<file path="src/rtl/instr_decode_stage.sv">
// RV32I subset decoder (addi/add/beq/jal) feeding a small FIFO of decoded records.
// Optional macro DECODE_ILLEGAL_TRAP_EN: sticky trap on illegal push, blocks further input.
module instr_decode_stage #(
   parameter int DATA_WIDTH = 32,
   parameter int DIR_WIDTH  = 5,
   parameter int FIFO_DEPTH = 2,
   parameter int CNT_WIDTH  = 16
) (
   input  logic                  clk,
   input  logic                  arst_n,
   input  logic                  in_valid,
   output logic                  in_ready,
   input  logic [DATA_WIDTH-1:0] in_instr,
   output logic                  dec_valid,
   input  logic                  dec_ready,
   output logic [1:0]            dec_op,
   output logic [DIR_WIDTH-1:0]  dec_rd,
   output logic [DIR_WIDTH-1:0]  dec_rs1,
   output logic [DIR_WIDTH-1:0]  dec_rs2,
   output logic [DATA_WIDTH-1:0] dec_imm,
   output logic                  dec_illegal,
   output logic [CNT_WIDTH-1:0]  dec_count,
   output logic                  trap
);

   localparam int PTR_W = (FIFO_DEPTH > 1) ? $clog2(FIFO_DEPTH) : 1;
   localparam int OCC_W = $clog2(FIFO_DEPTH) + 1;

   localparam logic [6:0] OPC_ADDI = 7'b0010011;
   localparam logic [6:0] OPC_ADD  = 7'b0110011;
   localparam logic [6:0] OPC_BEQ  = 7'b1100011;
   localparam logic [6:0] OPC_JAL  = 7'b1101111;

   localparam logic [1:0] OP_ADDI = 2'd0;
   localparam logic [1:0] OP_ADD  = 2'd1;
   localparam logic [1:0] OP_BEQ  = 2'd2;
   localparam logic [1:0] OP_JAL  = 2'd3;

   typedef struct packed {
      logic [1:0]            op;
      logic [DIR_WIDTH-1:0]  rd;
      logic [DIR_WIDTH-1:0]  rs1;
      logic [DIR_WIDTH-1:0]  rs2;
      logic [DATA_WIDTH-1:0] imm;
      logic                  illegal;
   } rec_t;

   rec_t                 new_rec;
   rec_t                 head_rec;
   rec_t                 out_rec_reg;
   rec_t                 mem_reg [FIFO_DEPTH];
   logic [PTR_W-1:0]     wr_ptr_reg, wr_ptr_next;
   logic [PTR_W-1:0]     rd_ptr_reg, rd_ptr_next;
   logic [OCC_W-1:0]     occ_reg, occ_next;
   logic                 dec_valid_reg;
   logic [CNT_WIDTH-1:0] dec_count_reg;
   logic                 has_space;
   logic                 push;
   logic                 pop;

   logic [2:0] funct3;
   logic [6:0] funct7;
   assign funct3 = in_instr[14:12];
   assign funct7 = in_instr[31:25];

   // Anything that is not a fully matching encoding decodes to an all-zero illegal record.
   always_comb begin
      new_rec = '0;
      case (in_instr[6:0])
         OPC_ADDI: begin
            if (funct3 == 3'b000) begin
               new_rec.op  = OP_ADDI;
               new_rec.rd  = DIR_WIDTH'(in_instr[11:7]);
               new_rec.rs1 = DIR_WIDTH'(in_instr[19:15]);
               new_rec.imm = {{(DATA_WIDTH-12){in_instr[31]}}, in_instr[31:20]};
            end else begin
               new_rec.illegal = 1'b1;
            end
         end
         OPC_ADD: begin
            if (funct3 == 3'b000 && funct7 == 7'b0000000) begin
               new_rec.op  = OP_ADD;
               new_rec.rd  = DIR_WIDTH'(in_instr[11:7]);
               new_rec.rs1 = DIR_WIDTH'(in_instr[19:15]);
               new_rec.rs2 = DIR_WIDTH'(in_instr[24:20]);
            end else begin
               new_rec.illegal = 1'b1;
            end
         end
         OPC_BEQ: begin
            if (funct3 == 3'b000) begin
               new_rec.op  = OP_BEQ;
               new_rec.rs1 = DIR_WIDTH'(in_instr[19:15]);
               new_rec.rs2 = DIR_WIDTH'(in_instr[24:20]);
               new_rec.imm = {{(DATA_WIDTH-13){in_instr[31]}}, in_instr[31], in_instr[7],
                              in_instr[30:25], in_instr[11:8], 1'b0};
            end else begin
               new_rec.illegal = 1'b1;
            end
         end
         OPC_JAL: begin
            new_rec.op  = OP_JAL;
            new_rec.rd  = DIR_WIDTH'(in_instr[11:7]);
            new_rec.imm = {{(DATA_WIDTH-21){in_instr[31]}}, in_instr[31], in_instr[19:12],
                           in_instr[20], in_instr[30:21], 1'b0};
         end
         default: new_rec.illegal = 1'b1;
      endcase
   end

   assign has_space = (occ_reg < OCC_W'(FIFO_DEPTH));
   assign push      = in_valid & in_ready;
   assign pop       = dec_valid_reg & dec_ready;

`ifdef DECODE_ILLEGAL_TRAP_EN
   logic trap_reg;

   always_ff @(posedge clk or negedge arst_n) begin
      if (!arst_n) begin
         trap_reg <= 1'b0;
      end else if (push && new_rec.illegal) begin
         trap_reg <= 1'b1;
      end
   end

   assign trap     = trap_reg;
   assign in_ready = has_space & ~trap_reg;
`else
   assign trap     = 1'b0;
   assign in_ready = has_space;
`endif

   always_comb begin
      wr_ptr_next = wr_ptr_reg;
      rd_ptr_next = rd_ptr_reg;
      occ_next    = occ_reg;
      if (push) begin
         wr_ptr_next = wr_ptr_reg + PTR_W'(1);
      end
      if (pop) begin
         rd_ptr_next = rd_ptr_reg + PTR_W'(1);
      end
      case ({push, pop})
         2'b10:   occ_next = occ_reg + OCC_W'(1);
         2'b01:   occ_next = occ_reg - OCC_W'(1);
         default: occ_next = occ_reg;
      endcase
   end

   // The slot being written this edge can only be the next head when the queue would
   // otherwise be empty, so forward the fresh record instead of the stale storage.
   always_comb begin
      head_rec = mem_reg[rd_ptr_next];
      if (push && (wr_ptr_reg == rd_ptr_next)) begin
         head_rec = new_rec;
      end
   end

   always_ff @(posedge clk) begin
      if (push) begin
         mem_reg[wr_ptr_reg] <= new_rec;
      end
   end

   always_ff @(posedge clk or negedge arst_n) begin
      if (!arst_n) begin
         wr_ptr_reg    <= '0;
         rd_ptr_reg    <= '0;
         occ_reg       <= '0;
         dec_valid_reg <= 1'b0;
         out_rec_reg   <= '0;
         dec_count_reg <= '0;
      end else begin
         wr_ptr_reg    <= wr_ptr_next;
         rd_ptr_reg    <= rd_ptr_next;
         occ_reg       <= occ_next;
         dec_valid_reg <= (occ_next != '0);
         if (occ_next != '0) begin
            out_rec_reg <= head_rec;
         end
         if (pop) begin
            dec_count_reg <= dec_count_reg + CNT_WIDTH'(1);
         end
      end
   end

   assign dec_valid   = dec_valid_reg;
   assign dec_op      = out_rec_reg.op;
   assign dec_rd      = out_rec_reg.rd;
   assign dec_rs1     = out_rec_reg.rs1;
   assign dec_rs2     = out_rec_reg.rs2;
   assign dec_imm     = out_rec_reg.imm;
   assign dec_illegal = out_rec_reg.illegal;
   assign dec_count   = dec_count_reg;

endmodule

</file>
<file path="config.mk">
export PLATFORM = sky130hd
export DESIGN_NAME = instr_decode_stage
export DESIGN_NICKNAME = d
export VERILOG_FILES = /design/src/rtl/instr_decode_stage.sv
export SDC_FILE = /design/constraint.sdc
export NUM_CORES = 1
export LEC_CHECK = 0
export BUFFER_PORTS_ARGS = -buffer_cell sky130_fd_sc_hd__buf_2
export CAP_MARGIN = 20
export CORE_MARGIN = 1.5
export CORE_UTILIZATION = 50
export DETAILED_ROUTE_END_ITERATION = 8
export GPL_TIMING_DRIVEN = 0
export PLACE_DENSITY = 0.86
export SYNTH_ARGS = -nofsm -noshare
export SYNTH_HDL_FRONTEND = slang
export SYNTH_SLANG_ARGS = --single-unit
</file>
<file path="constraint.sdc">
create_clock -name clk -period 3.1 [get_ports clk]
set_clock_uncertainty 0.15 [all_clocks]
set_input_delay 0.155 -clock clk [delete_from_list [all_inputs] [get_ports clk]]
set_output_delay 0.155 -clock clk [all_outputs]
set_load 0.02 [all_outputs]
</file>
==> results summary <==
The number of register bits inferred by synthesis is 138. The number of antenna violations at the first check in global routing came out at 0. The smallest setup slack after layout came out at 0.207 ns.

The final critical path takes up 93.3% of the cycle. The final cell utilization of the core came out at between 60% and 70%. The number of top-level pins is between 100 and 150. Before CTS, the worst setup slack after placement is 0.0586 ns. The synthesized netlist devotes 0.418% of its cell area to adder and majority cells. The synthesized netlist devotes between 10 and 15% of its cell area to simple gates. The floorplan die area came out at ~0.013 mm2. The highest net fanout along the worst path came out at 10. The half-perimeter wire length after placement is between 9000 and 10000 um. The checks that failed: DRC. The dominant combinational cell family by area after synthesis is simple AND/OR/NAND/NOR gates. The average wire per standard cell is about 19 um. Clock tree synthesis inserted a total of 17 buffers. The diode insertion count for antenna repair came out at 0.

The pin count of the biggest net entering global routing is 33. The total nets after synthesis came out at between 400 and 500. The all-layer global routing usage is between 20% and 30%. The cell at the root of the clock tree is clkbuf_16. The Yosys step of the flow raised 0 warnings. The count of input and output buffers is roughly 100.

The compound-cell area share of the yosys netlist is about 10%. The number of synthesized flops with an enable pin is 78. The fraction of layout cells with a size suffix above 1 came out at between 20% and 30%. The count of final setup violators is 0. The sink count of the clock tree came out at between 100 and 150. Clock-pin slew was measured on the worst setup and hold paths at 0.06 ns. The slew at the pin closest to its max-slew limit came out at slightly below 0.8 ns. The number of buffers inserted by post-CTS setup repair is 0. The clock passes through at most 2 buffers. The startpoint type of the worst setup path is a flop. Setup repair after global routing left no endpoint under its margin. The post-synthesis async set-or-reset flop share is between 40% and 50%. For the worst setup path, the data required time is roughly 3.3 ns. The number of rows in the core area is 39.

The fraction of synthesized area in multiplexers came out at under 10%. The worst path needs around 2.9 ns of the cycle, external delays included. In this run the power density over the cells is between 1000 and 1500 mW/mm2. The gate count after technology mapping is 455. The post-detailed-route DRC marker count came out at 8.

The layout-stage area growth over the synthesis result came out at 27.6%. The number of global-route vias before repair came out at approximately 4500. The tightest min-delay check is of the in2reg type. The total of max-cap violations is 0.

The fraction of the yosys area taken by sequential cells is about 64%. For the worst setup path, the data arrival time is 3.05 ns. For this design the static power due to leakage is 3.45 nW. The final weighted congestion in routability-driven placement came out at a little over 0.8. The library cell used most frequently in the layout, excluding fill and tap cells, is buf_2. The post-route standard cell area excluding fillers is 0.00764 mm2. For this run, the post-layout net count is 643. The relative slew slack is between 40% and 50%. The source-to-sink clock delay at the later pin of the worst-skew pair is around 0.42 ns. The total placed instance area is about 0.0068 mm2. The effective utilization at floorplan is between 50% and 60%.

For this run, the leading register cell type out of synthesis is edfxtp_1. The distinct cell type count after synthesis is 47. Measured along the y axis, the die boundary spans 112 um. The CTS tree is built. The final max-slew violation count is 0. The worst setup path is of the reg2reg kind. The area of the mapped netlist came out at approximately 0.0060 mm2.

In the layout the commonest cells are buf_2, edfxtp_1, dfrtp_1. The count of nets left with antenna violations after detail routing is 0. The die is between 100 and 150 um wide. The final hold violation count is 0. After global routing the overflow that remains totals 0. After Yosys synthesis, XOR and XNOR cells account for 3.43% of the synthesized area.

The flow ran to the end, but the final reports show violations. The first-iteration detailed-routing DRC count came out at roughly 370. The maximum vdd ir drop came out at 0.000680 V.

The core region is between 0.01 and 0.015 mm2. The register with the most flip-flops in the layout has 78 of them. After synthesis, the mean cell area works out to between 10 and 15 um2. The final route contains approximately 4400 vias. The first global-routing pass estimated ~23000 um of wire. The overall power came out at slightly below 8 mW. The H-tree depth is 4. The via-per-instance ratio is approximately 5.8.

The routed wire length came out at between 10000 and 15000 um. The peak clock frequency supported by timing came out at ~0.35 GHz. The critical path endpoint category is a flop.

The count of TritonRoute iterations in the first routing pass is 7.
==> cell families after synthesis <==
family                   after synthesis
other                                  1
AND/OR/NAND/NOR                      144
flip-flops                           138
XOR/XNOR                              21
AO/OA/AOI/OAI                         74
buffers and inverters                 43
adder cells (fa/ha/maj)                2
multiplexers                          32
==> path summary, 6_finish.rpt <==
path                       slack (ns)  cells after the start                   start                       end
hold / removal                   0.03                      3                in_valid    wr_ptr_reg$_DFFE_PN0P_
min in group asynchronous        0.21                      2                  arst_n  dec_count[7]$_DFFE_PN0P_
setup reg to reg                 0.21                     10    occ_reg[1]$_DFF_PN0_   dec_imm[15]$_DFFE_PN0P_
max in group asynchronous        1.95                      3                  arst_n   dec_imm[15]$_DFFE_PN0P_
hold reg to reg                  0.32                      2  dec_imm[6]$_DFFE_PN0P_    dec_imm[6]$_DFFE_PN0P_
setup / recovery                 0.21                     10    occ_reg[1]$_DFF_PN0_   dec_imm[15]$_DFFE_PN0P_
==> synthesized netlist by cell type (11+ instances only) <==
cell type,count,area [um2]
a22o_1,13,114
mux2i_1,31,310
nor3_1,23,115
buf_2,15,75.1
buf_4,13,97.6
nand2_1,34,128
xnor2_1,15,131
nor2b_1,11,68.8
dfrtp_1,60,1500
edfxtp_1,78,2340
a21oi_1,16,80.1
a221o_1,21,210
nand3_1,14,70.1
and2_1,18,113
==> power by group <==
part	switching, mW	internal [mW]
Clock	0.754	1.36
Combinational	1.84	1.27
Sequential	0.278	2.43
Total	2.87	5.06
==> metal layers <==
layer	global-route usage, %	vias up	part of all wire, %
li1	-	2002	-
met1	28.9	2133	39
met2	40.5	212	51
met3	6.32	40	7.1
met4	11.5	0	2.9
met5	0	-	0
==> what timing repair did <==
action / in CTS / in global routing
resized for setup: 0 / 8
hold buffers: 25 / 0
endpoints found under the setup margin: 0 / 31
endpoints found under the hold margin: 111 / 0
==> final cells by class <==
class / count / area [um2]
Sequential cell: 138 / 3840
Inverter: 5 / 18.8
Tap cell: 143 / 179
Clock inverter: 13 / 174
Multi-Input combinational cell: 274 / 1930
Timing Repair Buffer: 131 / 841
Clock buffer: 19 / 443
Buffer: 38 / 215
Fill cell: 812 / 3920
==> per-stage QoR <==
step | setup TNS (ns) | hold slack [ns] | cells
6_report | 0 | 0.0332 | 761
4_1_cts | 0 | 0.0161 | 761
3_3_place_gp | -32.34 | 0.292 | 701
3_5_place_dp | 0 | 0.131 | 704
5_1_grt | 0 | 0.0309 | 761
2_1_floorplan | 0 | -0.291 | 455
==> worst max-delay path: stages, from the launching register on <==
cell      delay (ns)
dfrtp_1         0.43
nor2b_2         0.24
inv_1           0.12
ha_1            0.37
nor4bb_1        0.32
or3_1           0.16
buf_2           0.17
buf_2           0.25
buf_2           0.27
a21oi_1         0.08
a22o_1          0.21
No activity file was read; power rests on OpenSTA's default activity.
